[src/rtl/encoder_speed_scheduler.sv]
// encoder_speed_scheduler
//   Generates the shared measurement window for all wheel encoder counters,
//   pulses the active-low counter clear (enc_tick), snapshots every channel
//   at window end and streams one signed speed word per channel over a
//   valid/ready handshake.
//   Optional feature: define ODOMETRY_EN to add per-channel 24-bit position
//   accumulators on port odo_pos.
module encoder_speed_scheduler #(
  parameter int NUM_ENC     = 4,
  parameter int WINDOW_BITS = 23
) (
  input  logic                   clk,
  input  logic                   reset_n,
  input  logic                   enable,
  input  logic [8*NUM_ENC-1:0]   enc_count,
  input  logic [NUM_ENC-1:0]     enc_dir,
  output logic                   enc_tick,
  output logic                   out_valid,
  input  logic                   out_ready,
  output logic [2:0]             out_id,
  output logic [7:0]             out_speed,
  output logic                   out_last,
  output logic                   overrun,
  output logic [7:0]             overrun_cnt
`ifdef ODOMETRY_EN
  ,
  output logic [24*NUM_ENC-1:0]  odo_pos
`endif
);

  localparam logic [WINDOW_BITS-1:0] WMAX    = '1;
  localparam logic [WINDOW_BITS-1:0] WONE    = WINDOW_BITS'(1);
  localparam logic [2:0]             LAST_ID = 3'(NUM_ENC - 1);

  typedef enum logic {
    IDLE = 1'b0,
    SEND = 1'b1
  } state_t;

  state_t                 state_reg;
  logic [WINDOW_BITS-1:0] wcnt_reg;
  logic                   window_end;
  logic                   capture;
  logic                   handshake;
  logic [2:0]             id_next;
  logic [7:0]             speed_next;
  logic [7:0]             speed_in       [NUM_ENC];
  logic [7:0]             snap_speed_reg [NUM_ENC];

  // The last cycle of a window; the clear lands one cycle later, so counts
  // sampled here are complete and never counted twice.
  assign window_end = (wcnt_reg == WMAX);
  assign capture    = window_end && (state_reg == IDLE);
  assign handshake  = out_valid && out_ready;
  assign id_next    = out_id + 3'd1;

  // Per-channel signed speed straight from the counter inputs.
  // Counts never exceed 127, so negation cannot overflow.
  generate
    for (genvar gi = 0; gi < NUM_ENC; gi++) begin : g_speed
      logic [7:0] cnt;
      assign cnt          = enc_count[8*gi +: 8];
      assign speed_in[gi] = enc_dir[gi] ? (8'd0 - cnt) : cnt;
    end
  endgenerate

  // Select the snapshot word for the channel that follows the current one.
  always_comb begin
    speed_next = 8'd0;
    for (int i = 0; i < NUM_ENC; i++) begin
      if (id_next == 3'(i)) speed_next = snap_speed_reg[i];
    end
  end

  // Window counter and registered clear strobe: enc_tick is low exactly in
  // the cycle where wcnt is 0, and held low while disabled.
  always_ff @(posedge clk or negedge reset_n) begin
    if (!reset_n) begin
      wcnt_reg <= '0;
      enc_tick <= 1'b0;
    end else if (!enable) begin
      wcnt_reg <= '0;
      enc_tick <= 1'b0;
    end else begin
      wcnt_reg <= wcnt_reg + WONE;
      enc_tick <= (wcnt_reg != WMAX);
    end
  end

  // Frame FSM: capture snapshot in IDLE, stream words in SEND, and count
  // window ends that arrive while a frame is still pending.
  always_ff @(posedge clk or negedge reset_n) begin
    if (!reset_n) begin
      state_reg   <= IDLE;
      out_valid   <= 1'b0;
      out_id      <= 3'd0;
      out_speed   <= 8'd0;
      out_last    <= 1'b0;
      overrun     <= 1'b0;
      overrun_cnt <= 8'd0;
      for (int i = 0; i < NUM_ENC; i++) snap_speed_reg[i] <= 8'd0;
    end else begin
      if ((state_reg == SEND) && handshake) begin
        if (out_last) begin
          state_reg <= IDLE;
          out_valid <= 1'b0;
        end else begin
          out_id    <= id_next;
          out_speed <= speed_next;
          out_last  <= (id_next == LAST_ID);
        end
      end
      if (capture) begin
        for (int i = 0; i < NUM_ENC; i++) snap_speed_reg[i] <= speed_in[i];
        state_reg <= SEND;
        out_valid <= 1'b1;
        out_id    <= 3'd0;
        out_speed <= speed_in[0];
        out_last  <= (LAST_ID == 3'd0);
      end else if (window_end) begin
        // Current frame is kept; the new snapshot is dropped.
        overrun <= 1'b1;
        if (overrun_cnt != 8'hFF) overrun_cnt <= overrun_cnt + 8'd1;
      end
    end
  end

`ifdef ODOMETRY_EN
  logic [23:0] pos_reg [NUM_ENC];

  generate
    for (genvar gi = 0; gi < NUM_ENC; gi++) begin : g_odo
      assign odo_pos[24*gi +: 24] = pos_reg[gi];

      // Accumulate position only on accepted captures; wraps naturally.
      always_ff @(posedge clk or negedge reset_n) begin
        if (!reset_n) begin
          pos_reg[gi] <= 24'd0;
        end else if (capture) begin
          pos_reg[gi] <= pos_reg[gi] + {{16{speed_in[gi][7]}}, speed_in[gi]};
        end
      end
    end
  endgenerate
`endif

endmodule

[config.mk]
export PLATFORM = sky130hd
export DESIGN_NAME = encoder_speed_scheduler
export DESIGN_NICKNAME = d
export VERILOG_FILES = /design/src/rtl/encoder_speed_scheduler.sv
export SDC_FILE = /design/constraint.sdc
export NUM_CORES = 1
export LEC_CHECK = 0
export BUFFER_PORTS_ARGS = -buffer_cell sky130_fd_sc_hd__buf_2
export CORE_UTILIZATION = 40
export DETAILED_ROUTE_END_ITERATION = 6
export PLACE_DENSITY = 0.68
export SLEW_MARGIN = 30
export SYNTH_ARGS = -nofsm -noshare
export SYNTH_HDL_FRONTEND = slang
export SYNTH_SLANG_ARGS = --single-unit
[constraint.sdc]
create_clock -name clk -period 3.2 [get_ports clk]
set_input_delay 0.64 -clock clk [delete_from_list [all_inputs] [get_ports clk]]
set_output_delay 0.64 -clock clk [all_outputs]
set_load 0.03 [all_outputs]
# After elaboration in Yosys (flattened, before gate mapping)
# Cells that the tools add are included.
# word_totals
ff_bits	78
n_memories	0
latch_bits	0
mem_bits_rw	0
output_inout_bits	23
mem_bits_ro	0
inputBits	40
# classes
eq_ne	7
div	0
n_shift	0
n_mux	22
n_reduce_logical	10
order_cmp	0
add_sub_neg	7
bitwise	2
mul	0
# op_table
cell	n
8-bit 2-to-1 mux	11
1-bit by 8-bit subtractor with 8-bit output, first input constant	4
23-bit by 1-bit adder with 23-bit output, second input constant	1
23-bit equality test, second input constant	1
23-bit 2-to-1 mux	1
23-bit inequality test, second input constant	1
3-bit 2-to-1 mux	3
8-bit by 1-bit adder with 8-bit output, second input constant	1
8-bit inequality test, second input constant	1
1-bit 2-to-1 mux	7
3-bit by 2-bit equality test with 1-bit output, second input constant	2
2-bit AND reduction	3
2-bit nonzero test	2
3-bit by 1-bit adder with 3-bit output, second input constant	1
3-bit by 1-bit equality test with 1-bit output, second input constant	1
1-bit logical AND	3
3-bit logical NOT	1
3-bit AND reduction	1
2-bit by 1-bit inequality test with 1-bit output, second input constant	1
1-bit inverter	2

# Logic depth before layout (Yosys ltp)
# logic_depth
word_depth	9
mapped_depth	9
ltp_nobuf	7

# Least setup slack after synthesis
# Ideal clock, no wire load.
# synth_path
path_kind	register to register
from	register wcnt_reg[10]
to	register out_speed[1]
required_ns	3.060
arrival_ns	1.847
path_slack_ns	1.213
path_buffers	0
path_stages_with_launch	6
path_cell_list	dfrtp_1 > nand4_2 > or4_4 > or4_4 > a211oi_2 > a31oi_1
# synth_between
elab_chain_cells	4
word_cells_on_any_way	6
classes_between	2 x eq/ne; 1 x mux; 3 x reduce/logical
# synth_lines
item	line_no	source
start, declared	41	logic [WINDOW_BITS-1:0] wcnt_reg;
start signal, assigned	85	wcnt_reg <= wcnt_reg + WONE;
23-bit equality test *	52	assign window_end = (wcnt_reg == WMAX);
1-bit logical AND *	53	assign capture = window_end && (state_reg == IDLE);
2-bit by 1-bit inequality test with 1-bit output (no source line) or 2-bit nonzero test (tied branches)	--	
2-bit AND reduction (no source line)	--	
end signal, assigned	109	out_speed <= speed_next;
end signal, assigned	118	out_speed <= speed_in[0];
end, declared	21	output logic [7:0] out_speed,
# Every way passes the cells marked *; elsewhere a longest branch is shown, timed or not.
# A chain may end at the register's enable or synchronous reset.

# Worst setup path after layout
# layout_path
from	register wcnt_reg[0]
to	register snap_speed_reg[15] (netlist name)
# layout_between
elab_chain_cells	2
# layout_lines
item	line_no	source
23-bit equality test	52	
1-bit logical AND	53	
end, declared	48	logic [7:0] snap_speed_reg [NUM_ENC];
# No other way between the ends.

==> metrics.json <==
{
  "run_status": {
    "run_status": "complete, no violations"
  },
  "setup_path": {
    "ff2ff_path_depth": 8,
    "cp_slowest_stage_delay_ps": 560,
    "r2r-end": "snap_speed_reg[15]",
    "crit_path_cell_trace": "ha_1 -> nand3_1 -> nor4_1 -> buf_4 -> and3_1 -> buf_12 -> nor2_1 -> a21oi_1",
    "critPathTopFamily": "simple AND/OR/NAND/NOR gates",
    "setup.worst_path.end_class": "register",
    "critPathBufInv": 2,
    "r2r_setup_slack_ps": 830,
    "critPathLaunch": "wcnt_reg[0]",
    "critical_path_class": "reg2reg",
    "crit_arrival_ps": 2640,
    "worstPathMaxFanout": 40,
    "critical_path.slowest_cell": "sky130_fd_sc_hd__and3_1",
    "cp-start-kind": "register",
    "required_time_at_the_endpoint_of_the_critical_path_ps": 3470,
    "worst_r2r_startpoint": "wcnt_reg[0]"
  },
  "sta": {
    "timing.fmax_mhz": 422.2,
    "clock-skew-final_ps": 12.51,
    "final_hold_viol_count": 0,
    "min_period_over_period_pct": 74.02,
    "setup_violation_total_in_the_final_timing_report": 0,
    "max_slew_margin_pct": 53.16,
    "period_needed_ps": 2369,
    "max_slew_violation_count": 0,
    "fin_setup_tns_ps": 0,
    "grt_setup_unrepaired": "false",
    "tightestPinTransition_ps": 702.6
  },
  "global_routing": {
    "antenna_violations_before_repair": 0,
    "grt_pass1_vias": 3410,
    "grt_max_degree": 79,
    "globalRouteTotalUtil_pct": 18.01,
    "grt.overflow.total": 0,
    "grt_first_pass_wirelength_mm": 15.99
  },
  "clock_tree": {
    "clock_sinks": 78,
    "ctsLongestPathBuffers": 2,
    "clk_transition_reported_paths_ps": 90,
    "cts_repair_resize_count": 0,
    "holdBufCountCts": 0,
    "cts_tree": "built",
    "buffers_inserted_by_post_cts_timing_repair": 0,
    "clk-insertion-delay-late_ps": 350,
    "cts.root.buffer_cell": "sky130_fd_sc_hd__clkbuf_8",
    "number_of_buffers_created_by_cts": 9,
    "h_tree_depth": 3
  },
  "floorplan": {
    "floorplan.die_area_um2": 11000,
    "ios": 63,
    "die_y_um": 104.9,
    "die_width_um": 104.9,
    "start_util_pct": 41.19,
    "placeableCoreArea_um2": 10280,
    "core.rowCount": 37
  },
  "logic_synthesis": {
    "synthFlopType": "sky130_fd_sc_hd__dfrtp_1",
    "synthesis.yosys.warnings": 0,
    "netlist_top_cells_area": "sky130_fd_sc_hd__dfrtp_1, sky130_fd_sc_hd__a21oi_1, sky130_fd_sc_hd__xor2_1",
    "asyncSetResetFlopFracSynth_pct": 100.0,
    "most_frequent_cell_after_synthesis": "sky130_fd_sc_hd__dfrtp_1",
    "yosysTopAreaCellShare_pct": 46.11,
    "yosysTopAreaCell": "sky130_fd_sc_hd__dfrtp_1",
    "postSynthCellCount": 462,
    "synth.top_cells.by_count": "sky130_fd_sc_hd__dfrtp_1, sky130_fd_sc_hd__nor2_1, sky130_fd_sc_hd__a21oi_1, sky130_fd_sc_hd__nand2_1, sky130_fd_sc_hd__xor2_1",
    "synthDistinctLibCells": 42,
    "edff_count_synth": 0,
    "synth.yosys.seq_area_share_pct": 46.11,
    "number_of_register_bits_inferred_by_synthesis": 78,
    "synthesis.area_per_instance_um2": 9.162,
    "post_synth_instance_area_um2": 4233,
    "synth_nets": 513
  },
  "place": {
    "gpl_congestion": 0.8260,
    "dpl.cell_count": 646,
    "io_buffers": 62,
    "hpwl_mm": 6.793
  },
  "route": {
    "drt-met1-wl_mm": 4.501,
    "detail_route.first_pass.iterations": 5,
    "antenna_left": 0,
    "drt-wirelength-per-cell_um": 14.19,
    "route.detailed.vias_per_inst": 5.284,
    "drtIter0Drc": 181,
    "post-route-drc-count": 0,
    "route.top_layer_used": "met4",
    "via_count": 3498,
    "routed_wl_mm": 9.393,
    "met3_length_um": 392,
    "met2RoutedLength_mm": 4.407
  },
  "power_and_ir_drop": {
    "power_density_relative_to_cell_area_nw_per_um2": 397.9,
    "total_leakage_power_nw": 2.186,
    "ir_drop_uv": 194.4,
    "p_total_mw": 1.948
  },
  "layout": {
    "finalNonFillerCells": 662,
    "final_core_utilization_pct": 47.64,
    "final_stage_net_count": 572,
    "largest_register_ff_count": 32,
    "syn_to_final_growth_pct": 15.67,
    "antenna_cells_inserted": 0,
    "fraction_of_layout_instances_using_a_drive_strength_above_1_pct": 17.49
  },
  "hold_path": {
    "hold_path.class": "in2async"
  },
  "run": {
    "drv.max_cap_violation_count": 0
  }
}
## per-stage QoR
stage | worst slack, ps | area (um^2) | hold WS [ps]
after floorplan | 1213 | 4233 | 344.4
after global routing | 650.7 | 4896 | 354.7
after CTS | 813.9 | 4892 | 474.2
after global placement | 968.3 | 4683 | 445.3
final | 831.3 | 4896 | 294.6
after detailed placement | 825.1 | 4683 | 453.1
## worst reg2reg max path, cell delays in order, from the launching register on
cell and delay (ps):
sky130_fd_sc_hd__dfrtp_1 390, sky130_fd_sc_hd__ha_1 190, sky130_fd_sc_hd__nand3_1 210, sky130_fd_sc_hd__nor4_1 280, sky130_fd_sc_hd__buf_4 160, sky130_fd_sc_hd__and3_1 560, sky130_fd_sc_hd__buf_12 280, sky130_fd_sc_hd__nor2_1 70
sky130_fd_sc_hd__a21oi_1 130
## final cells by class
cell class	instances	area, um^2
clock buffer	11	151.4
inverter	17	63.81
tap	136	170.2
fill	981	5381
sequential	78	1952
clock inverter	5	57.56
timing repair buffer	66	359.1
multi-input combinational	349	2142
## cell families after synthesis
group,share of synthesized area [%]
AO/OA/AOI/OAI,14.99
XOR/XNOR,9.104
adder cells (fa/ha/maj),3.252
buffers and inverters,3.281
flip-flops,46.11
multiplexers,1.212
AND/OR/NAND/NOR,22.05
## report_power, final
part           switching, mW  internal [mW]  leakage, nW
logic                  0.103         0.0640         1.18
clock network          0.367          0.401       0.0976
registers             0.0113           1.00        0.906
## cells in the final DEF, fill, tap and decap left out, types with 6 or more instances in the layout
cell type / count
sky130_fd_sc_hd__a21boi_0: 9
sky130_fd_sc_hd__a21oi_1: 46
sky130_fd_sc_hd__a31oi_1: 8
sky130_fd_sc_hd__and2_1: 17
sky130_fd_sc_hd__buf_2: 61
sky130_fd_sc_hd__clkbuf_8: 11
sky130_fd_sc_hd__dfrtp_1: 78
sky130_fd_sc_hd__ha_1: 11
sky130_fd_sc_hd__inv_1: 17
sky130_fd_sc_hd__nand2_1: 35
sky130_fd_sc_hd__nand3_1: 17
sky130_fd_sc_hd__nand3b_1: 7
sky130_fd_sc_hd__nand4_1: 6
sky130_fd_sc_hd__nor2_1: 53
sky130_fd_sc_hd__nor2b_1: 9
sky130_fd_sc_hd__nor3_1: 10
sky130_fd_sc_hd__o21ai_0: 19
sky130_fd_sc_hd__o31ai_1: 9
sky130_fd_sc_hd__or3_1: 10
sky130_fd_sc_hd__xnor2_1: 18
sky130_fd_sc_hd__xor2_1: 26
## how the worst max path moves through the flow
stage                         end  slack (ps)  depth (start not counted)
4_1_cts        snap_speed_reg[19]         810                          8
3_5_place_dp   snap_speed_reg[19]         830                          8
6_report       snap_speed_reg[15]         830                          8
3_3_place_gp   snap_speed_reg[22]         970                          8
2_1_floorplan        out_speed[1]        1210                          5
5_1_grt         snap_speed_reg[3]         650                          8
## routing by layer
| metal | GRT usage (%) | vias up |
|---|---|---|
| li1 | - | 1720 |
| met1 | 24.64 | 1710 |
| met2 | 28.00 | 62 |
| met3 | 4.242 | 6 |
| met4 | 6.137 | 0 |
| met5 | 0 | - |
Note: power is estimated with default switching activity, not from simulation.
